===== src/rtl/mem_port_arbiter_pkg.sv =====
// Shared definitions for the unified memory port arbiter.
// Response-owner FSM states, requester IDs and default widths.
package mem_arb_pkg;

  localparam int DEF_ADDR_W = 32;
  localparam int DEF_DATA_W = 32;

  // Requester identifiers used for the winner select
  localparam logic REQ_IF = 1'b0;
  localparam logic REQ_LS = 1'b1;

  // Owner of the read data returning from memory next cycle
  typedef enum logic [1:0] {
    IDLE    = 2'd0,
    RESP_IF = 2'd1,
    RESP_LS = 2'd2
  } resp_state_e;

endpackage


===== src/rtl/arb_starve_ctr.sv =====
// Saturating count of consecutive cycles in which IF waited while LS was
// granted. Raises force_if_o once IF has lost LIMIT times in a row.
module arb_starve_ctr #(
  parameter int LIMIT = 4
) (
  input  logic clk_i,
  input  logic rst_ni,
  input  logic if_req_i,
  input  logic if_gnt_i,
  input  logic ls_gnt_i,
  output logic force_if_o
);

  localparam logic [3:0] LIMIT_C = 4'(LIMIT);

  logic [3:0] cnt_q;
  logic [3:0] cnt_d;

  // Next count: clear when IF is served or stops asking, else count LS wins
  always_comb begin
    cnt_d = cnt_q;
    if (!if_req_i || if_gnt_i) begin
      cnt_d = 4'd0;
    end else if (ls_gnt_i && (cnt_q < LIMIT_C)) begin
      cnt_d = cnt_q + 4'd1;
    end
  end

  // Counter register with synchronous active-low reset
  always_ff @(posedge clk_i) begin
    if (!rst_ni) begin
      cnt_q <= 4'd0;
    end else begin
      cnt_q <= cnt_d;
    end
  end

  assign force_if_o = if_req_i && (cnt_q == LIMIT_C);

endmodule


===== src/rtl/mem_port_arbiter.sv =====
// Arbitrates the single unified memory port between instruction fetch (IF)
// and the load/store unit (LS), and routes 1-cycle read data to its owner.
// Optional performance counters are enabled with the ARB_PERF_EN macro.
// Handshake: a requester holds req and its payload stable until the cycle
// its gnt is high; gnt is combinational and the access is taken at that
// clock edge. Read data returns with rvalid exactly one cycle later.
module mem_port_arbiter
  import mem_arb_pkg::*;
#(
  parameter int ADDR_W       = DEF_ADDR_W,
  parameter int DATA_W       = DEF_DATA_W,
  parameter int STARVE_LIMIT = 4
) (
  input  logic              clock,
  input  logic              reset,
  input  logic              if_req,
  input  logic [ADDR_W-1:0] if_addr,
  output logic              if_gnt,
  output logic              if_rvalid,
  output logic [DATA_W-1:0] if_rdata,
  input  logic              ls_req,
  input  logic              ls_we,
  input  logic [ADDR_W-1:0] ls_addr,
  input  logic [DATA_W-1:0] ls_wdata,
  output logic              ls_gnt,
  output logic              ls_rvalid,
  output logic [DATA_W-1:0] ls_rdata,
  output logic              mem_rw,
  output logic [ADDR_W-1:0] mem_ain,
  output logic [DATA_W-1:0] mem_din,
  input  logic [DATA_W-1:0] mem_dout,
`ifdef ARB_PERF_EN
  output logic [31:0]       perf_if_cnt,
  output logic [31:0]       perf_ls_cnt,
  output logic [31:0]       perf_conflict_cnt,
`endif
  output logic [1:0]        dbg_state
);

  resp_state_e       state_q;
  resp_state_e       state_d;
  logic              force_if;
  logic              gnt_any;
  logic              gnt_sel;
  logic [ADDR_W-1:0] ain_q;
  logic [ADDR_W-1:0] ain_d;
  logic [DATA_W-1:0] din_q;
  logic [DATA_W-1:0] din_d;

  arb_starve_ctr #(
    .LIMIT (STARVE_LIMIT)
  ) u_starve (
    .clk_i      (clock),
    .rst_ni     (reset),
    .if_req_i   (if_req),
    .if_gnt_i   (if_gnt),
    .ls_gnt_i   (ls_gnt),
    .force_if_o (force_if)
  );

  // Winner select: LS has priority unless IF has starved; no grants in reset
  always_comb begin
    gnt_any = 1'b0;
    gnt_sel = REQ_IF;
    if (reset) begin
      if (force_if) begin
        gnt_any = 1'b1;
        gnt_sel = REQ_IF;
      end else if (ls_req) begin
        gnt_any = 1'b1;
        gnt_sel = REQ_LS;
      end else if (if_req) begin
        gnt_any = 1'b1;
        gnt_sel = REQ_IF;
      end
    end
  end

  assign if_gnt = gnt_any && (gnt_sel == REQ_IF);
  assign ls_gnt = gnt_any && (gnt_sel == REQ_LS);

  // Memory drive: idle cycles replay the last address/data with rw low
  always_comb begin
    mem_rw  = 1'b0;
    mem_ain = ain_q;
    mem_din = din_q;
    if (gnt_any) begin
      if (gnt_sel == REQ_LS) begin
        mem_rw  = ls_we;
        mem_ain = ls_addr;
        mem_din = ls_wdata;
      end else begin
        mem_ain = if_addr;
      end
    end
    ain_d = mem_ain;
    din_d = mem_din;
  end

  // Hold registers for the idle memory address/data
  always_ff @(posedge clock) begin
    if (!reset) begin
      ain_q <= '0;
      din_q <= '0;
    end else begin
      ain_q <= ain_d;
      din_q <= din_d;
    end
  end

  // Response FSM state register; reset drops any in-flight read
  always_ff @(posedge clock) begin
    if (!reset) begin
      state_q <= IDLE;
    end else begin
      state_q <= state_d;
    end
  end

  // Response FSM next state: remember who owns next cycle's read data
  always_comb begin
    state_d = IDLE;
    if (if_gnt) begin
      state_d = RESP_IF;
    end else if (ls_gnt && !ls_we) begin
      state_d = RESP_LS;
    end
  end

  // Response FSM outputs: steer mem_dout to the owner, zero otherwise
  always_comb begin
    if_rvalid = 1'b0;
    if_rdata  = '0;
    ls_rvalid = 1'b0;
    ls_rdata  = '0;
    if (reset) begin
      case (state_q)
        RESP_IF: begin
          if_rvalid = 1'b1;
          if_rdata  = mem_dout;
        end
        RESP_LS: begin
          ls_rvalid = 1'b1;
          ls_rdata  = mem_dout;
        end
        default: ;
      endcase
    end
  end

  assign dbg_state = state_q;

`ifdef ARB_PERF_EN
  // Grant and conflict counters, wrapping modulo 2^32
  always_ff @(posedge clock) begin
    if (!reset) begin
      perf_if_cnt       <= 32'd0;
      perf_ls_cnt       <= 32'd0;
      perf_conflict_cnt <= 32'd0;
    end else begin
      perf_if_cnt       <= perf_if_cnt + {31'd0, if_gnt};
      perf_ls_cnt       <= perf_ls_cnt + {31'd0, ls_gnt};
      perf_conflict_cnt <= perf_conflict_cnt + {31'd0, if_req && ls_req};
    end
  end
`endif

endmodule


===== config.mk =====
export PLATFORM = sky130hd
export DESIGN_NAME = mem_port_arbiter
export DESIGN_NICKNAME = d
export VERILOG_FILES = /design/src/rtl/mem_port_arbiter_pkg.sv /design/src/rtl/arb_starve_ctr.sv /design/src/rtl/mem_port_arbiter.sv
export SDC_FILE = /design/constraint.sdc
export NUM_CORES = 1
export LEC_CHECK = 0
export CAP_MARGIN = 20
export CORE_UTILIZATION = 37
export DETAILED_ROUTE_END_ITERATION = 12
export PLACE_DENSITY = 0.88
export SYNTH_ARGS = -nofsm -noshare
export SYNTH_HDL_FRONTEND = slang
export SYNTH_SLANG_ARGS = --single-unit

===== constraint.sdc =====
create_clock -name clock -period 1.85 [get_ports clock]
set_input_delay 0.37 -clock clock [delete_from_list [all_inputs] [get_ports clock]]
set_output_delay 0.37 -clock clock [all_outputs]
set_load 0.05 [all_outputs]

==> flow_metrics.py, run 1 <==
metrics = {
    "worst_setup_path": {
        "cp.depth": 7,
        "worstReg2RegEnd": "ain_q[3]",
        "r2r_slack_ns": 0.20,
        "slowest_delay_ns": 0.43,
        "rr_worst_depth": 7,
        "path_max_fanout": 25,
        "slowest_stage": "a211oi_1",
        "cp-end-kind": "output pin",
        "crit_buf_inv": 3,
        "critPathTopFamily": "compound AO/OA/AOI/OAI gates",
        "critPathLaunch": "u_starve.cnt_q[1]",
        "rr_startpoint": "u_starve.cnt_q[1]",
        "worst_ep_required_time_ns": 1.48,
        "worstSetupPathType": "flip-flop to output pin",
        "worstPathArrival_ns": 2.06,
        "crit_path_end": "mem_ain[10]",
        "worstPathCellList": "inv_2, ha_4, nand4b_4, buf_12, a211oi_1, or3_4, buf_6",
        "start_kind": "flip-flop",
    },
    "hold_path": {
        "hold_start": "reset",
        "hp-class": "input pin to flip-flop",
    },
    "synth": {
        "yosysSeqAreaShare_pct": 34.3,
        "synth_nets": 656,
        "syn_inst": 521,
        "synth-seq-cells": 70,
        "yosys_warnings": 0,
        "syn_area_mm2": 0.00408,
        "avgSynthCellArea_um2": 7.84,
        "synth_cell_types": 27,
    },
    "sta": {
        "final_hold_viol_count": 0,
        "fmax_ghz": 0.411,
        "tightest_slew_ns": 0.477,
        "finalSetupViolCount": 133,
        "period_share_pct": 131,
        "fin_worst_skew_ns": 0.00922,
        "fin_ws_ns": -0.582,
        "max-slew-margin-rel_pct": 68.0,
        "report.final.slew_viol_count": 0,
        "rsz0062_at_grt": "true",
        "post-route-min-period_ns": 2.43,
    },
    "route": {
        "avgViaCountPerCell": 5.84,
        "route.detailed.drc": 0,
        "ant_nets": 0,
        "vias": 5847,
        "wirelength_um": 24000,
        "first_iter_violations": 539,
        "post_drt_wl_per_cell_um": 24.0,
        "drt-pass1-iter-count": 5,
    },
    "cells_and_area": {
        "fin_nets": 990,
        "final_common_cell": "clkdlybuf4s50_1",
        "area_growth_pct": 130,
        "mostFrequentLayoutCells": "clkdlybuf4s50_1 (129), buf_4 (92), buf_12 (90), dfxtp_1 (66), and2_4 (65)",
        "final_layout_size_suffix_gt1_share_pct": 49.7,
        "fin_area_mm2": 0.00940,
        "final_cells": 1002,
        "nFillCells": 404,
    },
    "place": {
        "gp_routability_congestion": 0.844,
        "place_inst": 955,
        "dpl_cell_area_mm2": 0.00828,
        "port_buffers": 267,
        "dp_hpwl_um": 13200,
    },
    "die": {
        "design.die.area_mm2": 0.0115,
        "die_h_um": 107,
        "start_util_pct": 38.8,
        "dieWidth_um": 107,
        "ios": 268,
        "num_rows": 37,
        "core_mm2": 0.0105,
    },
    "global_routing": {
        "grt_pass1_vias": 5532,
        "grt-ovfl-total": 0,
        "grt_util_met2_pct": 60.9,
        "grt_antenna_before_repair": 3,
        "global_route.usage.met3_pct": 4.92,
        "grt_max_degree": 47,
        "grt.busiest_layer": "met2",
        "grt_util_all_layers_pct": 32.5,
        "grt_pass1_wl_um": 28700,
        "met1_usage_pct": 32.6,
    },
    "power_and_ir_drop": {
        "ir_worst_vdd_mv": 0.543,
        "powerDensity_mw_per_mm2": 540,
        "leakage_uw": 0.00415,
        "totalPowerFinal_uw": 5080,
    },
    "clocking": {
        "cts_tree": "built",
        "clk_pin_slew_ns": 0.08,
        "cts-root-buf": "clkbuf_8",
        "htree_levels": 3,
        "cts_buffers": 9,
        "clkSinkCount": 70,
        "cts_buffer_depth": 2,
        "clk_latency_ns": 0.36,
    },
    "job": {
        "drv_cap": 0,
    },
    "status": {
        "violations": "setup timing",
        "run_status": "finished with violations",
    },
}
## synthesized netlist by cell type
master,n,area (um2)
and3_1,24,150
a211oi_1,23,173
inv_1,35,131
nor3_1,1,5.00
and4b_1,1,10.0
buf_2,19,95.1
xnor2_1,1,8.76
a211o_1,9,78.8
clkbuf_1,22,82.6
buf_6,5,56.3
ha_1,2,25.0
a21boi_0,13,97.6
o21ai_1,1,5.00
nand4b_4,1,23.8
and3b_1,1,8.76
nor2_1,8,30.0
a21oi_1,2,10.0
and2_1,88,551
a32oi_1,9,78.8
a21boi_1,28,210
nand3_1,33,165
or3_1,23,144
dfxtp_1,70,1400
o31a_1,23,201
o21ai_0,33,165
clkbuf_2,2,10.0
nand2_1,44,165
## metal layers
metal,up-vias,routed length (um)
li1,2487,-
met1,2771,7940
met2,423,12200
met3,166,1830
met4,0,2080
met5,-,0
## tightest hold or removal path: stages
cell and delay [ns]:
buf_2 0.12, buf_4 0.17, a21boi_0 0.13
## worst min path at each step
stage | to | slack (ns) | cells after the start
floorplan | dbg_state[1] | 0.44 | 1
global placement | din_q[9] | 0.46 | 2
detailed placement | din_q[22] | 0.47 | 2
CTS | din_q[21] | 0.47 | 3
global route | din_q[21] | 0.48 | 3
finish | din_q[17] | 0.48 | 3
## per-stage QoR
step / utilization, % / setup WS (ns) / TNS, ns / hold slack [ns]
floorplan: - / -0.0678 / -0.0702 / 0.442
global placement: 78.8 / -0.582 / -39.83 / 0.460
detailed placement: 78.8 / -0.611 / -43.94 / 0.473
CTS: 85.5 / -0.502 / -26.94 / 0.465
global route: 89.5 / -0.598 / -47.21 / 0.477
finish: 89.5 / -0.582 / -38.71 / 0.481
## flip-flops by register name, summed over array words and instances (netlist names)
signal,flops
ain_q,32
din_q,32
u_starve.cnt_q,4
dbg_state,2
## layout make-up
cell class	count	area [um2]	share of cell area, %
Timing Repair Buffer	371	4570	48.6
Multi-Input combinational cell	368	2930	31.1
Sequential cell	70	1410	15.0
Tap cell	136	170	1.81
Clock buffer	13	169	1.80
Inverter	35	131	1.40
Clock inverter	3	17.5	0.186
Antenna cell	6	15.0	0.160
## cells by family (layout without fill, tap and decap cells)
group	after synthesis	in the layout	share of synthesized area, %
xor+xnor	1	1	0.215
flops	70	70	34.3
other cells	0	6	0
fa+ha+maj	2	2	0.613
buf+inv	83	422	9.19
simple gates	224	224	30.7
compound gates	141	141	25.0
## report_power, final
group | leakage [uW] | switching, uW | total, uW | internal, uW
Clock | 0.0000955 | 613 | 1210 | 593
Combinational | 0.00348 | 1190 | 2240 | 1050
Sequential | 0.000577 | 37.8 | 1630 | 1590
Total | 0.00415 | 1840 | 5080 | 3240
## what timing repair did
| item | in CTS | in global routing |
|---|---|---|
| resized for setup | 122 | 79 |
| pin swaps | 2 | 31 |
| hold buffers | 0 | 0 |
| endpoints found under the setup margin | 69 | 131 |
| setup buffers | 7 | 7 |
| cloned | 4 | 7 |
(Power assumes the default switching activity.)
==> run 2, diff against run 1 <==
--- a/config.mk
+++ b/config.mk
@@ -6,6 +6,7 @@
 export NUM_CORES = 1
 export LEC_CHECK = 0
 export CAP_MARGIN = 20
+export CORE_MARGIN = 5
 export CORE_UTILIZATION = 37
 export DETAILED_ROUTE_END_ITERATION = 12
 export PLACE_DENSITY = 0.88
==> flow_metrics.py, run 2 (same netlist as run 1, synthesis figures left out) <==
metrics = {
    "status": {
        "run_status": "finished with violations",
        "violations": "setup timing",
    },
    "sta": {
        "fin_worst_skew_ns": 0.0133,
        "period_share_pct": 130,
        "report.final.slew_viol_count": 0,
        "fmax_ghz": 0.417,
        "tightest_slew_ns": 0.676,
        "rsz0062_at_grt": "true",
        "final_hold_viol_count": 0,
        "post-route-min-period_ns": 2.40,
        "max-slew-margin-rel_pct": 54.9,
        "fin_ws_ns": -0.550,
        "finalSetupViolCount": 133,
    },
    "cells_and_area": {
        "final_util_pct": 94.0,
        "nFillCells": 265,
        "final_layout_size_suffix_gt1_share_pct": 56.3,
        "final_common_cell": "clkdlybuf4s50_1",
        "regArea_mm2": 0.00141,
        "area_growth_pct": 150,
        "fin_nets": 1008,
        "final_cells": 1019,
        "fin_area_mm2": 0.0102,
        "largestRegisters": "ain_q (32), din_q (32), u_starve.cnt_q (4)",
        "multiInputGateArea_mm2": 0.00336,
        "mostFrequentLayoutCells": "clkdlybuf4s50_1 (129), buf_12 (91), buf_4 (87), dfxtp_1 (65), and2_4 (64)",
    },
    "worst_setup_path": {
        "slowest_stage": "a211oi_1",
        "worst_ep_required_time_ns": 1.48,
        "start_kind": "flip-flop",
        "rr_worst_depth": 8,
        "path_max_fanout": 46,
        "slowest_delay_ns": 0.42,
        "rr_startpoint": "u_starve.cnt_q[1]",
        "critPathLaunch": "u_starve.cnt_q[1]",
        "worstSetupPathType": "flip-flop to output pin",
        "r2r_slack_ns": 0,
        "cp-end-kind": "output pin",
        "worstPathCellList": "inv_2, ha_4, nand4b_4, buf_12, a211oi_1, or3_4, buf_6",
        "worstPathArrival_ns": 2.03,
    },
    "hold_path": {
        "hp-class": "flip-flop to flip-flop",
        "hold_start": "din_q[14]",
        "hold_depth": 2,
    },
    "clocking": {
        "htree_levels": 3,
        "clkSinkCount": 70,
        "clk_pin_slew_ns": 0.08,
        "cts_buffer_depth": 2,
        "cts_hold_buffers": 0,
        "cts_tree": "built",
        "clk_latency_ns": 0.35,
        "cts_buffers": 9,
        "cts-root-buf": "clkbuf_8",
    },
    "place": {
        "gp_routability_congestion": 0.870,
        "place_inst": 961,
        "port_buffers": 267,
        "dpl_cell_area_mm2": 0.00829,
        "dp_hpwl_um": 14200,
    },
    "die": {
        "core_mm2": 0.0108,
        "die_h_um": 115,
        "start_util_pct": 37.7,
        "dieWidth_um": 115,
        "ios": 268,
        "design.die.area_mm2": 0.0132,
        "num_rows": 38,
    },
    "global_routing": {
        "grt_antenna_before_repair": 1,
        "grt_util_all_layers_pct": 28.3,
        "grt_max_degree": 65,
        "grt-ovfl-total": 0,
        "grt_pass1_wl_um": 29600,
        "grt_pass1_vias": 5678,
    },
    "route": {
        "post_drt_wl_per_cell_um": 28.0,
        "wirelength_um": 28500,
        "vias": 6165,
        "ant_nets": 0,
        "drt-pass1-iter-count": 6,
        "avgViaCountPerCell": 6.05,
        "route.detailed.drc": 0,
        "first_iter_violations": 672,
    },
    "power_and_ir_drop": {
        "totalPowerFinal_uw": 5350,
        "ir_worst_vdd_mv": 0.535,
        "powerDensity_mw_per_mm2": 525,
        "leakage_uw": 0.00436,
    },
    "job": {
        "drv_cap": 0,
    },
}
## run 2: through the flow
step,hold WS (ns),setup TNS [ns],setup WS [ns]
5_1_grt,0.533,-41.42,-0.645
6_report,0.513,-36.41,-0.550
3_3_place_gp,0.462,-35.82,-0.564
3_5_place_dp,0.471,-41.42,-0.612
2_1_floorplan,0.442,-0.0702,-0.0678
4_1_cts,0.481,-28.21,-0.504
## run 2: area by class of cell
cell class,instances,area share (%)
inverter,35,1.29
antenna,2,0.0491
timing repair buffer,389,48.2
multi-input combinational,368,33.0
clock inverter,5,0.577
sequential,70,13.8
clock buffer,10,1.35
tap,140,1.72
## run 2: timing repair
item,in CTS,in global routing
pin swaps,16,46
setup buffers,6,24
endpoints found under the setup margin,75,131
gates cloned,2,10
gates resized for setup,151,176
## run 2: worst max-delay path, delay by kind of cell (launching register included)
family / cells / cell delay (ns)
flip-flops: 1 / 0.33
AO/OA/AOI/OAI: 1 / 0.42
AND/OR/NAND/NOR: 2 / 0.35
adder cells (fa/ha/maj): 1 / 0.15
buffers and inverters: 3 / 0.42
## run 2: final timing paths
| kind | endpoint |
|---|---|
| worst max register to register | din_q[23] |
| worst max-delay path | mem_ain[17] |
| worst min register to register | din_q[14] |
| worst min-delay path | din_q[14] |
## run 2: report_power, final
group	internal, uW	switching [uW]
clock network	656	641
logic	1130	1280
registers	1590	47.1
total	3380	1970
## run 2: metal layers
layer  vias to the layer above  GRT usage, %  part of all wire (%)
met2                       498          55.6                    50
met1                      2968          27.3                    34
li1                       2523             -                     -
met3                       176          4.95                   8.0
met5                         -             0                     0
met4                         0          16.0                   8.0
==> run 3, diff against run 2 <==
--- a/config.mk
+++ b/config.mk
@@ -6,7 +6,7 @@
 export NUM_CORES = 1
 export LEC_CHECK = 0
 export CAP_MARGIN = 20
-export CORE_MARGIN = 5
+export CORE_MARGIN = 3
 export CORE_UTILIZATION = 37
 export DETAILED_ROUTE_END_ITERATION = 12
 export PLACE_DENSITY = 0.88
==> flow_metrics.py, run 3 (same netlist as run 1, synthesis figures left out) <==
metrics = {
    "status": {
        "run_status": "finished with violations",
        "violations": "setup timing",
    },
    "cells_and_area": {
        "area_growth_pct": 141,
        "final_layout_size_suffix_gt1_share_pct": 51.9,
        "diodes": 0,
        "final_util_pct": 93.8,
        "final_common_cell": "clkdlybuf4s50_1",
        "largestRegisters": "ain_q (32), din_q (32), u_starve.cnt_q (4)",
        "mostFrequentLayoutCells": "clkdlybuf4s50_1 (129), buf_12 (116), buf_4 (69), dfxtp_1 (66), and2_4 (60)",
        "fin_area_mm2": 0.00986,
        "fin_nets": 981,
    },
    "power_and_ir_drop": {
        "totalPowerFinal_uw": 5710,
        "powerDensity_mw_per_mm2": 579,
        "ir_worst_vdd_mv": 0.681,
        "leakage_uw": 0.00424,
    },
    "clocking": {
        "cts_buffers": 9,
        "cts_tree": "built",
        "htree_levels": 3,
        "clk_latency_ns": 0.34,
        "cts_buffer_depth": 2,
        "clk_pin_slew_ns": 0.08,
        "clkSinkCount": 70,
        "cts-root-buf": "clkbuf_8",
    },
    "worst_setup_path": {
        "rr_startpoint": "u_starve.cnt_q[1]",
        "crit_buf_inv": 3,
        "r2r_slack_ns": 0.05,
        "critPathTopFamily": "compound AO/OA/AOI/OAI gates",
        "path_max_fanout": 10,
        "worstPathArrival_ns": 2.13,
        "worst_ep_required_time_ns": 1.48,
        "worstPathCellList": "inv_2, ha_4, nand4b_4, buf_4, a211oi_1, or3_4, buf_6",
        "slowest_stage": "a211oi_1",
        "start_kind": "flip-flop",
        "rr_worst_depth": 7,
        "worstReg2RegEnd": "ain_q[10]",
        "slowest_delay_ns": 0.48,
        "cp-end-kind": "output pin",
        "worstSetupPathType": "flip-flop to output pin",
    },
    "route": {
        "wirelength_um": 27400,
        "route.detailed.drc": 0,
        "first_iter_violations": 733,
        "avgViaCountPerCell": 6.12,
        "post_drt_wl_per_cell_um": 27.7,
        "drt-pass1-iter-count": 5,
        "ant_nets": 0,
        "vias": 6045,
    },
    "die": {
        "design.die.area_mm2": 0.0123,
        "num_rows": 37,
        "core_mm2": 0.0105,
        "die_h_um": 111,
        "start_util_pct": 38.8,
        "dieWidth_um": 111,
        "ios": 268,
    },
    "sta": {
        "fin_ws_ns": -0.652,
        "max-slew-margin-rel_pct": 64.2,
        "post-route-min-period_ns": 2.50,
        "rsz0062_at_grt": "true",
        "fmax_ghz": 0.400,
        "tightest_slew_ns": 0.534,
        "finalSetupViolCount": 132,
        "whs_ns": 0.496,
        "period_share_pct": 135,
        "final_hold_viol_count": 0,
        "fin_worst_skew_ns": 0.0140,
        "report.final.slew_viol_count": 0,
    },
    "place": {
        "gp_routability_congestion": 0.835,
        "port_buffers": 267,
        "dpl_cell_area_mm2": 0.00856,
        "dp_hpwl_um": 14500,
        "pre_cts_slack_ns": -0.599,
    },
    "hold_path": {
        "hp-class": "flip-flop to flip-flop",
        "hold_start": "din_q[25]",
        "hold_depth": 2,
        "min_to": "din_q[25]",
    },
    "global_routing": {
        "grt_pass1_wl_um": 33500,
        "grt-ovfl-total": 0,
        "grt_max_degree": 46,
        "grt_pass1_vias": 5861,
        "grt_util_all_layers_pct": 34.0,
        "grt_antenna_before_repair": 0,
    },
    "job": {
        "drv_cap": 0,
    },
}
==> run 3: changes by cell type in the layout (fill, tap and decap cells not counted), sizes merged <==
cell | before | now
clkinvlp | 2 | 0
clkdlybuf4s15 | 0 | 1
clkbuf | 20 | 18
dlygate4sd2 | 2 | 1
diode | 2 | 0
bufinv | 1 | 3
bufbuf | 0 | 3
buf | 248 | 223
inv | 36 | 35
clkinv | 1 | 0
==> run 3: timing repair <==
action | 4_1_cts | 5_1_grt
setup buffers | 2 | 10
gates cloned | 6 | 6
setup endpoints to repair | 85 | 124
pin swaps | 2 | 17
gates resized for setup | 124 | 89
hold buffers | 0 | 0
==> run 3: layout make-up <==
class                      instances  area, um2
timing repair buffer             362       4850
tap                              136        170
fill                             264        652
inverter                          35        131
sequential                        70       1410
clock buffer                      13        159
multi-input combinational        368       3050
clock inverter                     3       90.1
==> run 3: worst max-delay path by stage <==
| stage | start | endpoint | cells after the start |
|---|---|---|---|
| 2_1_floorplan | u_starve.cnt_q[1] | if_gnt | 7 |
| 3_3_place_gp | if_req | mem_ain[6] | 7 |
| 3_5_place_dp | if_req | mem_ain[26] | 8 |
| 4_1_cts | u_starve.cnt_q[1] | mem_ain[22] | 7 |
| 5_1_grt | u_starve.cnt_q[1] | mem_ain[10] | 7 |
| 6_report | u_starve.cnt_q[1] | mem_ain[10] | 7 |
==> run 3: metal layers <==
| layer | vias to the layer above | track usage (%) | routed length (um) |
|---|---|---|---|
| li1 | 2459 | - | - |
| met1 | 2860 | 34.1 | 9040 |
| met2 | 548 | 65.7 | 13600 |
| met3 | 178 | 6.22 | 2400 |
| met4 | 0 | 18.3 | 2340 |
| met5 | - | 0 | 0 |
==> run 3: stage by stage <==
stage	TNS [ns]	std cells
floorplan	-0.0702	521
global placement	-39.65	947
detailed placement	-45.36	947
CTS	-27.65	971
global route	-41.71	987
finish	-38.14	987
==> run 3: power by group <==
part	internal, uW	total [uW]	switching (uW)
clock	975	1620	645
combinational	1170	2450	1270
sequential	1590	1640	46.7
==> run 3: worst min-delay path, cell delays in order, from the launching register on <==
cell and delay, ns:
dfxtp_1 0.32, o21ai_2 0.06, a21boi_0 0.08
